### src/rtl/fetch_pkg.sv
// Shared types for the instruction-fetch sequencer.
// Latency: n/a (types and constants only).
// Backpressure: n/a.
`timescale 1ns/1ps
package fetch_pkg;

  typedef enum logic {
    FETCH = 1'b0,
    HALT  = 1'b1
  } fetch_state_t;

  typedef struct packed {
    logic [31:0] pc;
    logic [31:0] instr;
  } fetch_entry_t;

  localparam int FQ_DEPTH = 2;
  localparam int FQ_PTR_W = (FQ_DEPTH > 1) ? $clog2(FQ_DEPTH) : 1;
  localparam int FQ_CNT_W = $clog2(FQ_DEPTH + 1);

  // Circular pointer advance that also works for non-power-of-two depths.
  function automatic logic [FQ_PTR_W-1:0] fq_ptr_inc(input logic [FQ_PTR_W-1:0] ptr);
    logic [FQ_PTR_W-1:0] last;
    logic [FQ_PTR_W-1:0] one;
    last = FQ_PTR_W'(FQ_DEPTH - 1);
    one  = FQ_PTR_W'(1);
    if (ptr == last) begin
      fq_ptr_inc = '0;
    end else begin
      fq_ptr_inc = ptr + one;
    end
  endfunction

endpackage

### src/rtl/fetch_ctrl_if.sv
// Fetch-side bundle: ROM address/data, redirect request and the decode handshake.
// Latency: n/a (wires only).
// Backpressure: if_ready from decode; the ROM and redirect paths cannot stall.
// master = fetch_ctrl, slave = the ROM/execute/decode side.
`timescale 1ns/1ps
interface fetch_ctrl_if;
  logic [31:0] imem_addr;
  logic [31:0] imem_rdata;
  logic        redir_valid;
  logic [31:0] redir_pc;
  logic        if_valid;
  logic        if_ready;
  logic [31:0] if_pc;
  logic [31:0] if_instr;

  modport master (
    output imem_addr,
    input  imem_rdata,
    input  redir_valid,
    input  redir_pc,
    output if_valid,
    input  if_ready,
    output if_pc,
    output if_instr
  );

  modport slave (
    input  imem_addr,
    output imem_rdata,
    output redir_valid,
    output redir_pc,
    input  if_valid,
    output if_ready,
    input  if_pc,
    input  if_instr
  );
endinterface

### src/rtl/fetch_fifo.sv
// FQ_DEPTH-entry FIFO of {pc, instr} pairs between the PC stage and decode.
// Latency: a pushed entry is visible at the head on the next cycle.
// Backpressure: push is honoured only when not full or popping in the same cycle; flush wins.
// Ports: push/push_dat in, pop in, flush in, full/empty out, head_dat out.
`timescale 1ns/1ps
module fetch_fifo
  import fetch_pkg::*;
(
  input  logic         clk,
  input  logic         rst_n,
  input  logic         push,
  input  fetch_entry_t push_dat,
  input  logic         pop,
  input  logic         flush,
  output logic         full,
  output logic         empty,
  output fetch_entry_t head_dat
);

  localparam logic [FQ_CNT_W-1:0] CNT_ONE  = FQ_CNT_W'(1);
  localparam logic [FQ_CNT_W-1:0] CNT_FULL = FQ_CNT_W'(FQ_DEPTH);

  fetch_entry_t          mem_q [FQ_DEPTH];
  fetch_entry_t          mem_d [FQ_DEPTH];
  logic [FQ_PTR_W-1:0]   rd_ptr_q, rd_ptr_d;
  logic [FQ_PTR_W-1:0]   wr_ptr_q, wr_ptr_d;
  logic [FQ_CNT_W-1:0]   cnt_q, cnt_d;
  logic                  pop_ok;
  logic                  push_ok;

  assign full     = (cnt_q == CNT_FULL);
  assign empty    = (cnt_q == '0);
  assign head_dat = mem_q[rd_ptr_q];

  assign pop_ok  = pop && !empty;
  // When full, the slot being vacated by a same-cycle pop is the one wr_ptr
  // points at, so the write lands in it after the read has been taken.
  assign push_ok = push && (!full || pop_ok);

  always_comb begin
    mem_d    = mem_q;
    rd_ptr_d = rd_ptr_q;
    wr_ptr_d = wr_ptr_q;
    cnt_d    = cnt_q;
    if (flush) begin
      rd_ptr_d = '0;
      wr_ptr_d = '0;
      cnt_d    = '0;
    end else begin
      if (push_ok) begin
        mem_d[wr_ptr_q] = push_dat;
        wr_ptr_d        = fq_ptr_inc(wr_ptr_q);
      end
      if (pop_ok) begin
        rd_ptr_d = fq_ptr_inc(rd_ptr_q);
      end
      if (push_ok && !pop_ok) begin
        cnt_d = cnt_q + CNT_ONE;
      end else if (pop_ok && !push_ok) begin
        cnt_d = cnt_q - CNT_ONE;
      end
    end
  end

  always_ff @(posedge clk or negedge rst_n) begin
    if (!rst_n) begin
      for (int i = 0; i < FQ_DEPTH; i++) begin
        mem_q[i] <= '0;
      end
      rd_ptr_q <= '0;
      wr_ptr_q <= '0;
      cnt_q    <= '0;
    end else begin
      mem_q    <= mem_d;
      rd_ptr_q <= rd_ptr_d;
      wr_ptr_q <= wr_ptr_d;
      cnt_q    <= cnt_d;
    end
  end

endmodule

### src/rtl/fetch_ctrl.sv
// Instruction-fetch sequencer: PC, FETCH/HALT FSM, redirect handling, fetch queue, retire count.
// Latency: 1 cycle ROM address to queue head; redirect costs 1 bubble.
// Backpressure: if_ready low holds the head; PC stalls once the 2-entry queue is full.
// Ports: clk, rst_n; bus (fetch_ctrl_if.master); halt; retired_cnt.
`timescale 1ns/1ps
module fetch_ctrl
  import fetch_pkg::*;
#(
  parameter logic [31:0] RESET_PC   = 32'h0000_0000,
  parameter int          IMEM_WORDS = 64
) (
  input  logic              clk,
  input  logic              rst_n,
  fetch_ctrl_if.master      bus,
  output logic              halt,
  output logic [31:0]       retired_cnt
);

  localparam logic [31:0] IMEM_BYTES = 32'(IMEM_WORDS * 4);
  localparam logic [31:0] PC_RESET   = {RESET_PC[31:2], 2'b00};

  fetch_state_t state_q, state_d;
  logic [31:0]  pc_q, pc_d;
  logic [31:0]  cnt_q, cnt_d;

  logic         fq_full;
  logic         fq_empty;
  logic         fq_push;
  logic         fq_pop;
  logic         hs;
  logic         in_range;
  fetch_entry_t fq_head;
  fetch_entry_t fq_in;

  assign bus.imem_addr = pc_q;
  assign bus.if_valid  = !fq_empty;
  assign bus.if_pc     = fq_head.pc;
  assign bus.if_instr  = fq_head.instr;
  assign halt          = (state_q == HALT);
  assign retired_cnt   = cnt_q;

  assign in_range = (pc_q < IMEM_BYTES);
  assign hs       = bus.if_valid && bus.if_ready;

  // A redirect kills everything in flight this cycle: the queue is flushed,
  // so neither the pop nor a new push may take effect or be counted.
  assign fq_pop  = hs && !bus.redir_valid;
  assign fq_push = (state_q == FETCH) && in_range && (!fq_full || hs)
                   && !bus.redir_valid;

  assign fq_in.pc    = pc_q;
  assign fq_in.instr = bus.imem_rdata;

  fetch_fifo u_fifo (
    .clk      (clk),
    .rst_n    (rst_n),
    .push     (fq_push),
    .push_dat (fq_in),
    .pop      (fq_pop),
    .flush    (bus.redir_valid),
    .full     (fq_full),
    .empty    (fq_empty),
    .head_dat (fq_head)
  );

  always_comb begin
    state_d = state_q;
    pc_d    = pc_q;
    cnt_d   = cnt_q;
    if (bus.redir_valid) begin
      state_d = FETCH;
      pc_d    = bus.redir_pc & 32'hFFFF_FFFC;
    end else begin
      if (fq_push) begin
        pc_d = pc_q + 32'd4;
      end
      if ((state_q == FETCH) && !in_range) begin
        state_d = HALT;
      end
      if (fq_pop) begin
        cnt_d = cnt_q + 32'd1;
      end
    end
  end

  always_ff @(posedge clk or negedge rst_n) begin
    if (!rst_n) begin
      state_q <= FETCH;
      pc_q    <= PC_RESET;
      cnt_q   <= '0;
    end else begin
      state_q <= state_d;
      pc_q    <= pc_d;
      cnt_q   <= cnt_d;
    end
  end

endmodule

### src/flat_wrapper.sv
// flat-port wrapper written by rule: the top's interface ports become plain ports
module fetch_ctrl_flat import fetch_pkg::*;
#(
  parameter logic [31:0] RESET_PC   = 32'h0000_0000,
  parameter int          IMEM_WORDS = 64
)
  (clk, rst_n, halt, retired_cnt, bus_imem_addr, bus_imem_rdata, bus_redir_valid, bus_redir_pc, bus_if_valid, bus_if_ready, bus_if_pc, bus_if_instr);
  fetch_ctrl_if bus_i ();
  input  logic clk;
  input  logic rst_n;
  output logic halt;
  output logic [31:0] retired_cnt;
  output wire logic [$bits(bus_i.imem_addr)-1:0] bus_imem_addr;
  input wire logic [$bits(bus_i.imem_rdata)-1:0] bus_imem_rdata;
  input wire logic [$bits(bus_i.redir_valid)-1:0] bus_redir_valid;
  input wire logic [$bits(bus_i.redir_pc)-1:0] bus_redir_pc;
  output wire logic [$bits(bus_i.if_valid)-1:0] bus_if_valid;
  input wire logic [$bits(bus_i.if_ready)-1:0] bus_if_ready;
  output wire logic [$bits(bus_i.if_pc)-1:0] bus_if_pc;
  output wire logic [$bits(bus_i.if_instr)-1:0] bus_if_instr;
  assign bus_imem_addr = bus_i.imem_addr;
  assign bus_i.imem_rdata = bus_imem_rdata;
  assign bus_i.redir_valid = bus_redir_valid;
  assign bus_i.redir_pc = bus_redir_pc;
  assign bus_if_valid = bus_i.if_valid;
  assign bus_i.if_ready = bus_if_ready;
  assign bus_if_pc = bus_i.if_pc;
  assign bus_if_instr = bus_i.if_instr;
  fetch_ctrl #(.RESET_PC(RESET_PC), .IMEM_WORDS(IMEM_WORDS)) u_core (.clk(clk), .rst_n(rst_n), .bus(bus_i), .halt(halt), .retired_cnt(retired_cnt));
endmodule
### config.mk
export PLATFORM = sky130hd
export DESIGN_NAME = fetch_ctrl_flat
export DESIGN_NICKNAME = d
export VERILOG_FILES = /design/src/rtl/fetch_pkg.sv /design/src/rtl/fetch_ctrl_if.sv /design/src/rtl/fetch_fifo.sv /design/src/rtl/fetch_ctrl.sv /design/src/flat_wrapper.sv
export SDC_FILE = /design/constraint.sdc
export NUM_CORES = 1
export LEC_CHECK = 0
export CAP_MARGIN = 0
export CORE_MARGIN = 5
export CORE_UTILIZATION = 60
export DETAILED_ROUTE_END_ITERATION = 12
export DONT_BUFFER_PORTS = 1
export GPL_TIMING_DRIVEN = 0
export PLACE_DENSITY_LB_ADDON = 0.1
export SLEW_MARGIN = 15
export SYNTH_ARGS = -nofsm -noshare
export SYNTH_HDL_FRONTEND = slang
export SYNTH_HIERARCHICAL = 1
export SYNTH_SLANG_ARGS = --single-unit
### constraint.sdc
create_clock -name clk -period 3.74 [get_ports clk]
set_clock_uncertainty 0.1 [all_clocks]
set_input_delay 0.748 -clock clk [delete_from_list [all_inputs] [get_ports clk]]
set_output_delay 0.748 -clock clk [all_outputs]
set_load 0.02 [all_outputs]
# Word-level counts from Yosys, hierarchy flattened
# Index checks and enable logic that the tools add are counted.
# classes
add_sub_neg,6
multipliers,0
div,0
order_cmp,4
eq_ne,1
n_shift,0
mux,19
bitwise_logic,4
n_reduce_logical,27
# ops
operator,count
$mux 64,4
$bwmux 128,1
$demux 64 s1,1
$mux 32,2
$add 32x1->32 const B,1
$add 32x3->32 const B,1
$lt 32x9->1 const B,1
$logic_and 1x1->1,11
$mux 1,8
$reduce_bool 2->1,4
$logic_not 1->1,6
$mux 2,3
$ge 2x2->1 const B,2
$not 1->2,2
$reduce_and 2->1,2
$reduce_bool 3->1,1
$add 1x1->1 const B,2
$add 2x1->2 const B,1
$eq 2x2->1 const B,1
$logic_not 2->1,1
$logic_or 1x1->1,2
$lt 2x1->1 const B,1
$not 1->1,2
$sub 2x1->2 const B,1
# word_totals
ff_bits,197
latch_bits,0
ramBits,0
mem_bits_ro,0
in_bits,68
output_inout_bits,130
elab_cells,71
memories,0

# Longest topological paths before layout
# logic_depth
word_depth,12
depth_mapped,9
depth_no_buf,8

# By module
# The synthesis kept the hierarchy.
# modules_own_cells
mod,n_inst,cells_per_inst,area_each_um2,seq_area_each_um2
fetch_fifo,1,365,5914.4,3303.2
fetch_ctrl,1,242,2924.1,1576.5

# Worst setup path before layout
# OpenSTA, ideal clock, no wires.
# synth_path
path_kind,input to register
from,in bus_if_ready
to,reg u_core/u_fifo/mem_q[100] (netlist bit)
setup_time_ns,0.125
t_arrival_ns,2.635
required_time_ns,3.515
slack_ns,0.880
path_stages,8
path_buffers,2
path_cell_list,nor2b_1 o2111a_1 nand2_1 nor2_1 or4b_4 buf_6 buf_6 mux2_4
# synth_via
elab_chain_cells,6
word_cells_on_any_way,9
cone_classes,reduce/logical (9)
# synth_lines
item,line,text
start: declaration,flat_wrapper.sv:18,input wire logic [$bits(bus_i.if_ready)-1:0] bus_if_ready;
$logic_and 1x1->1,fetch_ctrl.sv:43,assign hs = bus.if_valid && bus.if_ready;
$logic_or 1x1->1,fetch_ctrl.sv:48,assign fq_push = (state_q == FETCH) && in_range && (!fq_full || hs)
$logic_and 1x1->1,fetch_ctrl.sv:48,
$logic_and 1x1->1,fetch_ctrl.sv:49,&& !bus.redir_valid;
net u_core.fq_push,fetch_ctrl.sv:28,logic fq_push;
$logic_and 1x1->1,fetch_fifo.sv:38,assign push_ok = push && (!full || pop_ok);
$reduce_and 2->1 (no line),-,
end signal: assignment,fetch_fifo.sv:74,mem_q <= mem_d;
end: declaration,fetch_fifo.sv:23,fetch_entry_t mem_q [FQ_DEPTH];
# The timed path passes the listed nets, and every way through them passes these cells.
# A chain may end at the register's enable or synchronous reset.

# Worst setup path after layout
# layout_path
from,reg u_core.pc_q[25] (netlist: u_core/bus.imem_addr[25])
to,reg u_core/u_fifo/mem_q[44] (netlist bit)
# layout_via
elab_chain_cells,6
# layout_lines
item,line,text
start: declaration,fetch_ctrl.sv:23,"logic [31:0] pc_q, pc_d;"
start signal: assignment,fetch_ctrl.sv:93,pc_q <= pc_d;
$lt 32x9->1,fetch_ctrl.sv:42,assign in_range = (pc_q < IMEM_BYTES);
$logic_and 1x1->1 (2 in series),fetch_ctrl.sv:48,
$logic_and 1x1->1,fetch_ctrl.sv:49,
net u_core.fq_push,fetch_ctrl.sv:28,
$logic_and 1x1->1,fetch_fifo.sv:38,
$reduce_and 2->1 (no line),-,
# The timed path passes the listed nets, and every way through them passes these cells.

==> results.toml <==
[status]
status = "finished with violations"
failed_checks = "hold timing"

[setup_path]
crit_type = "flop to flop"
worstSetupStartpointType = "flop"
worstPathMaxFanout = 10
arrival_ns = 3.64
crit_required_ns = 3.94
cp-end-kind = "flop"

[sta]
hold_viol_final = 192
setup_tns_ns = 0
fin_ws_ns = 0.302
finalMaxSlewViolations = 0
worst_pin_slew_ns = 0.799
fin_crit_sh_pct = 91.9
setup_viol_count_final = 0
holdWs_ns = -0.0843
rsz0062_at_grt = "no"
period_minus_slack_ns = 3.44
max_clock_freq_mhz = 291
max_slew_margin_pct = 46.3

[routing]
via_per_inst = 6.06
route.detailed.drc = 0
dr.pass1.iters = 4
maxUsedRoutingLayer = "met5"
wl_met2_microns = 9160
drtIter0Drc = 238
wire_per_inst_microns = 22.5
ant_nets = 0
wl_met1_microns = 7500
met3_length_microns = 1650
num_vias = 5021
totalWireLength_microns = 18600

[cells_and_area]
fin_util_pct = 67.1
final_area_sq_mm = 0.00971
fin_nets = 701
antenna_cells = 0
drive_gt1_share_pct = 42.4
area_growth_pct = 9.85

[grt]
grt_usage_pct = 21.6
overflow = 0
grt_max_degree = 196
antenna_found_initial = 1
grt_first_pass_wirelength_microns = 30100
grt_pass1_vias = 5437

[min_path]
hold_class = "primary input to asynchronous set/reset pin"

[logic_synthesis]
synth_edf_count = 0
async_flop_share_pct = 100
yosysSeqAreaShare_pct = 55.2
synthesis.area_sq_mm = 0.00884
ys_seq_elements = 195
synth_warnings = 6
synthFlopType = "dfrtp_1"
synth.distinct_cells = 46
syn_inst = 607
avgSynthCellArea_sq_um = 14.6

[floorplanning]
core_area_sq_mm = 0.0145
initial_core_util_pct = 61.0
dieArea_sq_mm = 0.0173
die_h_microns = 131
dieWidth_microns = 131
fp-row-count = 44
ioPinCount = 198

[clock_tree]
cts_buffer_depth = 2
numClockSinks = 195
clock_latency_ns = 0.42
cts-buffers-inserted = 17
cts_tree = "done"
htreeDepth = 4
path_clk_slew_ns = 0.07
cts_root_buffer = "clkbuf_16"
post-cts-setup-buffer-count = 0

[job]
maxCapViolCount = 0

[placement]
pre_cts_slack_ns = 0.0543
dpl_cell_area_sq_mm = 0.00909
numPortBuffers = 0
gp_congestion = 0.826
dpl.hpwl_microns = 13000

[power]
power_leakage_nw = 4.75
peakVddDrop_mv = 0.289
power_density_mw_per_mm2 = 432
==> cell type report <==
class	count	area (sq um)
inverters	4	15.0
clock buffers	24	492
flip-flops and latches	195	4880
plain buffers	30	175
fillers	1018	4770
well taps	184	230
multi-input cells	383	3790
clock inverters	8	124
==> Yosys cell counts (3+ instances only) <==
library cell	count	share of area, %
dfrtp_1	195	55
mux2_2	167	21
mux2_4	49	8.3
xnor2_1	27	2.7
nand4_1	18	1.3
nand2_1	17	0.72
nor2_1	13	0.55
clkbuf_1	12	0.51
nand3_1	10	0.57
buf_2	8	0.45
and2_1	7	0.50
and3_1	7	0.50
and4_1	7	0.69
buf_6	6	0.76
xor2_1	5	0.50
a31oi_1	4	0.28
inv_1	4	0.17
nor2b_1	4	0.28
o21ai_0	4	0.23
nor4_2	3	0.42
o311ai_0	3	0.30
==> placed cells by master (no fill, tap or decap), types with 2 or more instances in the layout <==
| cell | count |
|---|---|
| dfrtp_1 | 195 |
| mux2_2 | 167 |
| mux2_4 | 49 |
| xnor2_1 | 27 |
| nand4_1 | 18 |
| clkbuf_16 | 17 |
| nand2_1 | 17 |
| clkbuf_1 | 15 |
| nor2_1 | 13 |
| nand3_1 | 10 |
| buf_2 | 8 |
| and4_1 | 7 |
| and2_1 | 7 |
| and3_1 | 7 |
| conb_1 | 6 |
| buf_6 | 6 |
| xor2_1 | 5 |
| clkbuf_8 | 4 |
| inv_1 | 4 |
| nor2b_1 | 4 |
| a31oi_1 | 4 |
| o21ai_0 | 4 |
| bufinv_16 | 3 |
| nor4_2 | 3 |
| o311ai_0 | 3 |
| clkinv_2 | 2 |
| clkinvlp_4 | 2 |
| nor4_4 | 2 |
| nor3_1 | 2 |
| buf_1 | 2 |
| or3_1 | 2 |
| o31ai_1 | 2 |
| or4_1 | 2 |
| ha_1 | 2 |
| buf_4 | 2 |
| a21oi_1 | 2 |
| a211oi_1 | 2 |
| nand2b_1 | 2 |
==> cells by family (layout without fill, tap and decap cells) <==
kind of cell,count (synthesis),after routing,share of synthesized area [%]
muxes,217,217,29.7
adders and majority gates,2,2,0.283
xor gates and xnor gates,32,32,3.17
buffers and inverters,34,66,2.15
AOI/OAI and AO/OA,21,21,1.88
and+or+nand+nor,105,105,7.55
other,1,6,0.0424
DFF,195,195,55.2
==> power breakdown <==
part	total, mW	leakage, nW	switching [mW]	internal, mW
Combinational	0.0713	1.80	0.0306	0.0408
Sequential	2.25	2.65	0.107	2.14
Clock	1.88	0.296	0.754	1.12
Total	4.20	4.75	0.891	3.31
==> registers in the layout (all words and copies together), names as in the netlist <==
signal	flops
u_core/u_fifo/mem_q	128
u_core/u_fifo/wr_ptr_q	1
u_core/u_fifo/rd_ptr_q	1
u_core/u_fifo/cnt_q	2
u_core/retired_cnt	32
u_core/halt	1
u_core/bus.imem_addr	30
==> per-stage QoR <==
stage	instances	power (mW)
finish	828	4.20
global route	828	4.34
CTS	828	4.24
detailed placement	796	2.36
global placement	796	2.35
floorplan	612	2.32
==> worst max-delay path, cell delays in order (launching register included) <==
cell and delay, ns:
dfrtp_1 0.50, nor4_2 0.43, and4_1 0.39, nand2_1 0.10, nor2_1 0.34, nand2_1 0.16, nor3_4 0.54, buf_2 0.39
mux2_2 0.37
==> final timing paths <==
| check | slack (ns) | start | cells after the start | to |
|---|---|---|---|---|
| setup reg to reg | 0.30 | u_core/bus.imem_addr[25] | 8 | u_core/u_fifo/mem_q[44] |
| hold reg to reg | 0.40 | u_core/u_fifo/mem_q[90] | 1 | u_core/u_fifo/mem_q[90] |
| setup / recovery | 0.30 | u_core/bus.imem_addr[25] | 8 | u_core/u_fifo/mem_q[44] |
| hold / removal | -0.08 | rst_n | 0 | u_core/retired_cnt[30] |
| max in group asynchronous | 3.28 | rst_n | 0 | u_core/u_fifo/rd_ptr_q |
| min in group clk | 0.29 | bus_redir_valid | 1 | u_core/u_fifo/rd_ptr_q |
==> routing by layer <==
layer / vias to the layer above / track usage (%)
met5: - / 0
met4: 2 / 6.63
met3: 22 / 8.52
met2: 161 / 35.6
met1: 2599 / 26.3
li1: 2237 / -
==> what timing repair did <==
action                                 in CTS  in global routing
gates resized for setup                     0                  1
setup endpoints to repair                   0                 60
endpoints found under the hold margin     195                195
No activity file was read; power rests on OpenSTA's default activity.
